--- config.mk ---
export PLATFORM = sky130hd
export DESIGN_NAME = mix_col_engine
export DESIGN_NICKNAME = d
export VERILOG_FILES = /design/src/rtl/aes_pkg.sv /design/src/rtl/gf_mix_column.sv /design/src/rtl/mix_col_engine.sv
export SDC_FILE = /design/constraint.sdc
export NUM_CORES = 1
export LEC_CHECK = 0
export BUFFER_PORTS_ARGS = -buffer_cell sky130_fd_sc_hd__buf_2
export CORE_AREA = 5 5 172 174
export DETAILED_ROUTE_END_ITERATION = 10
export DIE_AREA = 0 0 177 179
export GPL_ROUTABILITY_DRIVEN = 0
export SLEW_MARGIN = 30
export SYNTH_ARGS = -nofsm -noshare
export SYNTH_HDL_FRONTEND = slang
export SYNTH_HIERARCHICAL = 1
export SYNTH_SLANG_ARGS = --single-unit
--- constraint.sdc ---
create_clock -name Clk -period 6.1 [get_ports Clk]
set_input_delay 1.83 -clock Clk [delete_from_list [all_inputs] [get_ports Clk]]
set_output_delay 1.83 -clock Clk [all_outputs]
set_load 0.1 [all_outputs]
--- src/rtl/aes_pkg.sv ---
// rtl/aes_pkg.sv - shared AES datapath types, constants and GF(2^8) helper
package aes_pkg;

    localparam logic [7:0] GF_POLY = 8'h1B;

    // Column c of the state sits at index [3-c], so column 0 occupies bits [127:96]
    typedef logic [3:0][31:0] aes_state_t;
    typedef logic [31:0]      aes_col_t;

    typedef enum logic [1:0] {
        IDLE,
        RUN,
        DONE
    } mix_fsm_t;

    localparam logic MIX_FWD = 1'b0;
    localparam logic MIX_INV = 1'b1;

    function automatic logic [7:0] xtime(input logic [7:0] b);
        xtime = {b[6:0], 1'b0} ^ (b[7] ? GF_POLY : 8'h00);
    endfunction

endpackage

--- src/rtl/gf_mix_column.sv ---
// rtl/gf_mix_column.sv - combinational MixColumns/InvMixColumns on one column (inverse under MIXCOL_INV_EN)
module gf_mix_column
    import aes_pkg::*;
(
    input  aes_col_t col_in,
    input  logic     mode,
    output aes_col_t col_out
);

    logic [7:0] a  [4];
    logic [7:0] x2 [4];
    logic [7:0] x3 [4];
    aes_col_t   fwd;

    // Per-byte multiples by 1, 2 and 3 shared by every output row
    for (genvar r = 0; r < 4; r++) begin : g_fwd
        assign a[r]  = col_in[31-8*r -: 8];
        assign x2[r] = xtime(a[r]);
        assign x3[r] = x2[r] ^ a[r];
        assign fwd[31-8*r -: 8] = x2[r] ^ x3[(r+1)%4] ^ a[(r+2)%4] ^ a[(r+3)%4];
    end

`ifdef MIXCOL_INV_EN
    logic [7:0] x4 [4];
    logic [7:0] x8 [4];
    aes_col_t   inv;

    // 9, B, D and E multiples are built from the same xtime chain
    for (genvar r = 0; r < 4; r++) begin : g_inv
        assign x4[r] = xtime(x2[r]);
        assign x8[r] = xtime(x4[r]);
        assign inv[31-8*r -: 8] = (x8[r] ^ x4[r] ^ x2[r])
                                ^ (x8[(r+1)%4] ^ x2[(r+1)%4] ^ a[(r+1)%4])
                                ^ (x8[(r+2)%4] ^ x4[(r+2)%4] ^ a[(r+2)%4])
                                ^ (x8[(r+3)%4] ^ a[(r+3)%4]);
    end

    assign col_out = (mode == MIX_INV) ? inv : fwd;
`else
    // Forward-only build: the mode pin is kept but has no effect
    logic unused_mode;
    assign unused_mode = mode;
    assign col_out     = fwd;
`endif

endmodule

--- src/rtl/mix_col_engine.sv ---
// rtl/mix_col_engine.sv - handshaked in-place MixColumns engine, COLS_PER_CYCLE columns per clock (inverse under MIXCOL_INV_EN)
module mix_col_engine
    import aes_pkg::*;
#(
    parameter int COLS_PER_CYCLE = 1
) (
    input  logic         Clk,
    input  logic         Rst_n,
    input  logic         In_valid,
    output logic         In_ready,
    input  logic [127:0] In_data,
    input  logic         Mode,
    output logic         Out_valid,
    input  logic         Out_ready,
    output logic [127:0] Out_data,
    output logic         Busy
);

    if (!(COLS_PER_CYCLE == 1 || COLS_PER_CYCLE == 2 || COLS_PER_CYCLE == 4)) begin : g_bad_cols
        $error("mix_col_engine: COLS_PER_CYCLE must be 1, 2 or 4");
    end

    localparam int         GROUPS   = 4 / COLS_PER_CYCLE;
    localparam logic [1:0] LAST_CNT = 2'(GROUPS - 1);
    localparam logic [1:0] N_COLS   = 2'(COLS_PER_CYCLE);

    mix_fsm_t   st_q;
    logic [1:0] cnt_q;
    aes_state_t data_q;
    logic       mode_q;
    logic       out_valid_q;
    logic       busy_q;

    logic [1:0] col_idx [COLS_PER_CYCLE];
    aes_col_t   col_old [COLS_PER_CYCLE];
    aes_col_t   col_new [COLS_PER_CYCLE];

    // One transform lane per column handled in a cycle; lane g works on column cnt*N+g
    for (genvar g = 0; g < COLS_PER_CYCLE; g++) begin : g_lane
        assign col_idx[g] = cnt_q * N_COLS + 2'(g);
        assign col_old[g] = data_q[2'd3 - col_idx[g]];

        gf_mix_column u_col (
            .col_in  (col_old[g]),
            .mode    (mode_q),
            .col_out (col_new[g])
        );
    end

    // Only combinational input-to-output path: acceptance overlaps the DONE cycle
    assign In_ready  = (st_q == IDLE) || ((st_q == DONE) && Out_ready);
    assign Out_valid = out_valid_q;
    assign Out_data  = data_q;
    assign Busy      = busy_q;

    // Transaction FSM with in-place column write-back
    always_ff @(posedge Clk or negedge Rst_n) begin
        if (!Rst_n) begin
            st_q        <= IDLE;
            cnt_q       <= 2'd0;
            data_q      <= '0;
            mode_q      <= MIX_FWD;
            out_valid_q <= 1'b0;
            busy_q      <= 1'b0;
        end else begin
            case (st_q)
                IDLE: begin
                    if (In_valid) begin
                        data_q <= In_data;
                        mode_q <= Mode;
                        cnt_q  <= 2'd0;
                        busy_q <= 1'b1;
                        st_q   <= RUN;
                    end
                end
                RUN: begin
                    for (int g = 0; g < COLS_PER_CYCLE; g++) begin
                        data_q[2'd3 - col_idx[g]] <= col_new[g];
                    end
                    if (cnt_q == LAST_CNT) begin
                        cnt_q       <= 2'd0;
                        out_valid_q <= 1'b1;
                        st_q        <= DONE;
                    end else begin
                        cnt_q <= cnt_q + 2'd1;
                    end
                end
                DONE: begin
                    if (Out_ready) begin
                        out_valid_q <= 1'b0;
                        if (In_valid) begin
                            data_q <= In_data;
                            mode_q <= Mode;
                            cnt_q  <= 2'd0;
                            st_q   <= RUN;
                        end else begin
                            busy_q <= 1'b0;
                            st_q   <= IDLE;
                        end
                    end
                end
                default: begin
                    st_q <= IDLE;
                end
            endcase
        end
    end

endmodule

# Word level (Yosys, flattened, before mapping)
# Index checks and enable logic that the tools add are counted.
[totals]
in_bits = 133
elab_cells = 78
register_bits = 134
[op_classes]
n_eq_ne = 7
mux = 28
addsub = 2
order_cmp = 2
bitwise_logic = 20
n_reduce_logical = 11
[op_table]
columns = ["cell", "n"]
rows = [
  ["$pmux 128 s3", 1],
  ["$mux 128", 2],
  ["$xor 8x8->8", 20],
  ["$bwmux 128", 1],
  ["$bmux 32 s2", 1],
  ["$demux 32 s2", 1],
  ["$mux 32", 2],
  ["$mux 5", 4],
  ["$mux 2", 6],
  ["$pmux 2 s3", 2],
  ["$ne 2x2->1 const B", 4],
  ["$mux 1", 6],
  ["$reduce_and 3->1", 2],
  ["$eq 2x2->1 const B", 2],
  ["$pmux 1 s2", 2],
  ["$reduce_and 4->1", 1],
  ["$reduce_bool 2->1", 2],
  ["$lt 2x3->1 const B", 1],
  ["$reduce_bool 3->1", 1],
  ["$add 2x1->2 const B", 1],
  ["$eq 2x1->1 const B", 1],
  ["$ge 2x1->1 const B", 1],
  ["$logic_and 1x1->1", 2],
  ["$logic_not 2->1", 1],
  ["other kinds (3)", 3],
]

# Longest topological paths before layout
# Gate-level depths: netlist (run 1).
[logic_depth]
ltp_word = 11
ltp_mapped = 10

# Cells and area by module
# The synthesis (run 1) kept the hierarchy.
[modules_own_cells]
columns = ["module", "cells_each", "instances", "seq_area_each_um2", "area_each_um2"]
rows = [
  ["mix_col_engine", 768, 1, 3378.2, 8519.4],
  ["gf_mix_column", 115, 1, 0.0, 1078.5],
]

# Worst setup path after synthesis (run 1)
# Ideal clock, no wire load.
[synth_path]
path_kind = "input -> output"
start = "input port Out_ready"
end = "output port In_ready"
required_ns = 4.270
setup_slack_ns = 0.987
cell_stages = 2
arrival_time_ns = 3.283
cell_sequence = "and2b_4 -> nor2_1"
[synth_between]
elab_chain_cells = 2
[synth_lines]
columns = ["item", "line", "source"]
rows = [
  ["start, declared", "mix_col_engine.sv:14", "input logic Out_ready,"],
  ["$logic_and 1x1->1", "mix_col_engine.sv:51", "assign In_ready = (st_q == IDLE) || ((st_q == DONE) && Out_ready);"],
  ["$logic_or 1x1->1", "mix_col_engine.sv:51", ""],
  ["end, declared", "mix_col_engine.sv:10", "output logic In_ready,"],
]
# Every way passes these cells.

# Final worst setup path (run 1)
# Ends and elaborated chain as after synthesis.

==> reports/results.txt, run 1 <==
area grow syn2layout -> 21.62%
Hold WC Path Type -> reg2reg
wire per inst -> 20.64 um
Pins Over Slew Limit -> 0
final hold viol count -> 0
slew of the pin with the lowest slew margin -> 1.035 ns
f_max -> 0.2204 GHz
setup_tns -> 0 ns
CTS tree -> built
Max Root-Sink Buffers -> 2
max_cap viols -> 0
port bufs -> 262
RSZ-0062 raised after global routing -> no
die span in y -> 179 um
drc violations -> 0
Num CTS Buffers -> 17
width of the die -> 177 um
Ports -> 264
CP Data Required Time -> 4.27 ns
routed vias/inst -> 4.771
Post-CTS Resized -> 0
# setup viols final -> 0
cts hold-fix bufs -> 0
Synth Cell Area -> 0.009562 mm2
Pre-antenna DRT Iters -> 4
Worst Path Class, Setup -> in2out
vias in the first global route -> 7562
Num Clock Sinks -> 134
CTS clk-pin slew, worst paths -> 0.06 ns
Filler cells -> 2792
Vias -> 7181
synthesized instance count -> 881
Root Driver -> clkbuf_16
Starting Density -> 34.61%
largest net degree at the start of global routing -> 133
syn nets -> 1019
CTS HTree Levels -> 4
layout cells sized above 1 -> 41.61%
Post-Route WL -> 31070 um
Core ar. -> 0.02763 mm2
CP endpoint kind -> output pin
Nets -> 1252
first-pass GRT wire length -> 46580 um
setup bufs post-CTS -> 0
grt total ovfl -> 0
Setup Skew -> 0.02091 ns
initial antenna violation count -> 1
type of origin of the critical path -> input pin
yosys synthesis warning count -> 6
# diodes -> 0
Initial DRC Count -> 308
run status -> finished, final reports clean
Clock Latency Late Sink -> 0.42 ns
arrival time at the worst endpoint -> 2.71 ns
overall routing resource usage -> 19.52%
Slew HR -> 31.00%
site row count -> 61
Routed Antenna Nets -> 0
DIE AREA -> 0.03168 mm2
placed wire-length estimate -> 21960 um
syn avg cell area -> 10.85 um2
Worst Path Max Fanout -> 6
fin crit period -> 4.537 ns
Period Utilization, post-route -> 74.38%
-- metal layers --
metal | track usage, % | wire length, um | vias up
met5 | 0 | 13 | -
met4 | 4.836 | 545 | 2
met3 | 3.543 | 1432 | 31
met2 | 32.61 | 15110 | 197
met1 | 26.38 | 13970 | 3606
li1 | - | - | 3345
-- worst max-delay path: stages --
cell	delay [ns]
buf_2	0.10
and2b_4	0.23
nor2_1	0.10
buf_2	0.43
-- metrics by stage --
step,cells,instance area (um2),hold slack (ns),utilization [%],setup slack [ns]
2_1_floorplan,881,9562,0.5578,-,0.9868
3_3_place_gp,1473,11020,0.4922,39.87,1.547
3_5_place_dp,1473,11020,0.5040,39.87,1.537
4_1_cts,1505,11620,0.5241,42.05,1.536
5_1_grt,1505,11630,0.5417,42.09,1.502
6_report,1505,11630,0.5302,42.09,1.563
-- flip-flops by register name, indices dropped and copies added (netlist names) --
name,cells
cnt_q,2
st_q,2
Busy,1
Out_valid,1
Out_data,128
-- cell type report --
| cell class | instances | area (um2) | share of cell area, % |
|---|---|---|---|
| well taps | 378 | 473.0 | 4.067 |
| clock buffers | 22 | 484.2 | 4.164 |
| inverters | 133 | 499.2 | 4.293 |
| multi-input cells | 557 | 5300 | 45.58 |
| flip-flops and latches | 134 | 3356 | 28.86 |
| repair buffers | 271 | 1398 | 12.02 |
| clock inverters | 10 | 118.9 | 1.022 |
-- placed cells by master (no fill, tap or decap), types with 4 or more instances in the layout --
master,instances
clkbuf_8,4
dfrtp_1,132
xnor2_2,6
xnor2_1,77
mux2_2,112
nand2_1,129
inv_1,133
buf_4,8
a21oi_1,4
clkbuf_16,17
buf_2,261
xor2_1,24
mux4_2,32
mux2i_1,128
mux2_1,17
-- path summary, 6_finish.rpt --
check                        startpoint  cells after the start            end  slack [ns]
setup / recovery              Out_ready                      4       In_ready        1.56
hold / removal             Out_data[12]                      1   Out_data[12]        0.53
setup reg to reg               cnt_q[0]                      8  Out_data[120]        2.47
hold reg to reg            Out_data[12]                      1   Out_data[12]        0.53
max in group asynchronous         Rst_n                      2  Out_data[103]        3.66
min in group asynchronous         Rst_n                      1   Out_data[66]        1.36
Power of run 1 is left out: the tool's default activity adds up to more than one toggle a clock period on the data nets, which glitch-free logic cannot reach.
==> inputs of run 2 (changes only) <==
--- a/config.mk
+++ b/config.mk
@@ -5,10 +5,11 @@
 export SDC_FILE = /design/constraint.sdc
 export NUM_CORES = 1
 export LEC_CHECK = 0
+export ABC_AREA = 1
 export BUFFER_PORTS_ARGS = -buffer_cell sky130_fd_sc_hd__buf_2
-export CORE_AREA = 5 5 172 174
+export CORE_AREA = 5 5 183 185
 export DETAILED_ROUTE_END_ITERATION = 10
-export DIE_AREA = 0 0 177 179
+export DIE_AREA = 0 0 188 190
 export GPL_ROUTABILITY_DRIVEN = 0
 export SLEW_MARGIN = 30
 export SYNTH_ARGS = -nofsm -noshare
==> constraint.sdc (replaced) <==
create_clock -name Clk -period 4.32 [get_ports Clk]
set_input_delay 1.296 -clock Clk [delete_from_list [all_inputs] [get_ports Clk]]
set_output_delay 1.296 -clock Clk [all_outputs]
set_load 0.1 [all_outputs]
==> run 2 against run 1 <==
Compared with the run above: core utilization is 1.2 points lower; hold slack worse by 0.062 ns; count of clock-buffer cells in the layout is 4 lower; final area is 12% higher; area after synthesis is 13% higher; die area is 13% higher; synthesized cell count is 110% higher; via count is 72% higher; non-clock buffer count is 23 higher; setup slack worse by 0.58 ns; critical path depth stayed put; global-route usage is 3.9 points higher.
==> reports/results.txt, run 2 <==
run status -> finished, final reports clean
Post-CTS Resized -> 0
RSZ-0062 raised after global routing -> no
Final WS setup -> 0.9798 ns
most frequent cells in the layout -> nand2_1, buf_2, inv_1
Num Clock Sinks -> 134
CP Data Required Time -> 3.02 ns
syn nets -> 2031
Filler cells -> 3510
wire per inst -> 17.11 um
width of the die -> 188 um
CTS HTree Levels -> 4
yosys synthesis warning count -> 6
max_cap viols -> 0
Setup Skew -> 0.01464 ns
cts hold-fix bufs -> 0
Hold WC Path Type -> reg2reg
Clock Latency Late Sink -> 0.44 ns
Cell Chain, Critical Path -> buf_2 > inv_1 > a21oi_1 > buf_2
Nets -> 2222
syn avg cell area -> 5.731 um2
area grow syn2layout -> 20.10%
CTS clk-pin slew, worst paths -> 0.06 ns
initial antenna violation count -> 2
f_max -> 0.2994 GHz
Ports -> 264
Initial DRC Count -> 1255
max incr delay on CP -> 0.45 ns
Reg-to-Reg End -> Out_data[40]
slew of the pin with the lowest slew margin -> 0.9465 ns
CP top delay family -> buffers and inverters
hold_sp -> Busy
first-pass GRT wire length -> 66030 um
drc violations -> 0
type of origin of the critical path -> input pin
Pre-antenna DRT Iters -> 5
Worst Path Max Fanout -> 3
Routed Antenna Nets -> 0
grt total ovfl -> 0
synthesized instance count -> 1893
Vias -> 12380
Pins Over Slew Limit -> 0
CP endpoint kind -> output pin
Worst Path Class, Setup -> in2out
die span in y -> 190 um
CTS tree -> built
Starting Density -> 34.03%
r2r worst-path depth -> 15
Setup Slack @ Placement -> 0.9719 ns
placed wire-length estimate -> 29370 um
slowest cell on the critical path -> buf_2
WP buf/inv -> 3
fin crit period -> 3.340 ns
Post-Route WL -> 42920 um
Period Utilization, post-route -> 77.32%
# setup viols final -> 0
DIE AREA -> 0.03572 mm2
FF-to-FF Start -> cnt_q[0]
leading cell type in the layout, fill and taps excluded -> nand2_1
Layout Cells excl Fill -> 2508
largest net degree at the start of global routing -> 130
most used cell, CP -> buf_2
Core ar. -> 0.03188 mm2
layout cells sized above 1 -> 16.45%
Slew HR -> 36.83%
arrival time at the worst endpoint -> 2.04 ns
final hold viol count -> 0
site row count -> 66
placed cells -> 2472
Placed Area -> 0.01237 mm2
routed vias/inst -> 4.938
port bufs -> 262
Num CTS Buffers -> 17
Worst Hold Path Cells -> 2
Root Driver -> clkbuf_16
Largest register FFs -> 128
overall routing resource usage -> 23.43%
final instance area -> 0.01303 mm2
setup_tns -> 0 ns
Synth Cell Area -> 0.01085 mm2
Min-Delay Endpoint -> Busy
Max Root-Sink Buffers -> 2
setup bufs post-CTS -> 0
FF-to-FF setup slack -> 1.00 ns
vias in the first global route -> 11530
==> run 2: final cells by class <==
type                    instances  area (um2)  area share (%)
repair buffers                294        1653           12.69
clock buffers                  18       429.2           3.294
diodes                          3       7.507         0.05762
multi-input cells            1455        6210           47.66
flip-flops and latches        134        3354           25.75
well taps                     408       510.5           3.918
clock inverters                14       178.9           1.373
inverters                     182       685.7           5.263
==> run 2: layer usage <==
metal	track usage (%)	wire length [um]	share of wire [%]	vias to the layer above
met5	0	0	0	-
met4	7.369	1136	2.6	0
met3	4.367	3203	7.5	70
met2	37.49	19400	45	538
met1	32.21	19170	45	5648
li1	-	-	-	6128
==> run 2: per-stage QoR <==
stage	util, %	hold slack (ns)
after floorplan	-	0.6255
after global placement	38.80	0.4528
after detailed placement	38.81	0.4609
after CTS	40.72	0.4759
after global routing	40.85	0.5179
final	40.87	0.4678
==> run 2: worst max-delay path by stage <==
| stage | end | startpoint | cells after the start |
|---|---|---|---|
| 3_5_place_dp | In_ready | Out_ready | 4 |
| 5_1_grt | Out_data[104] | cnt_q[0] | 15 |
| 3_3_place_gp | In_ready | Out_ready | 4 |
| 6_report | In_ready | Out_ready | 4 |
| 4_1_cts | In_ready | Out_ready | 4 |
| 2_1_floorplan | In_ready | Out_ready | 2 |
==> run 2: tightest hold or removal path: cells and delay by family, from the launching register on <==
family | cells | cell delay [ns]
flops | 1 | 0.34
simple gates | 2 | 0.09
Power of run 2 is left out for the same reason.
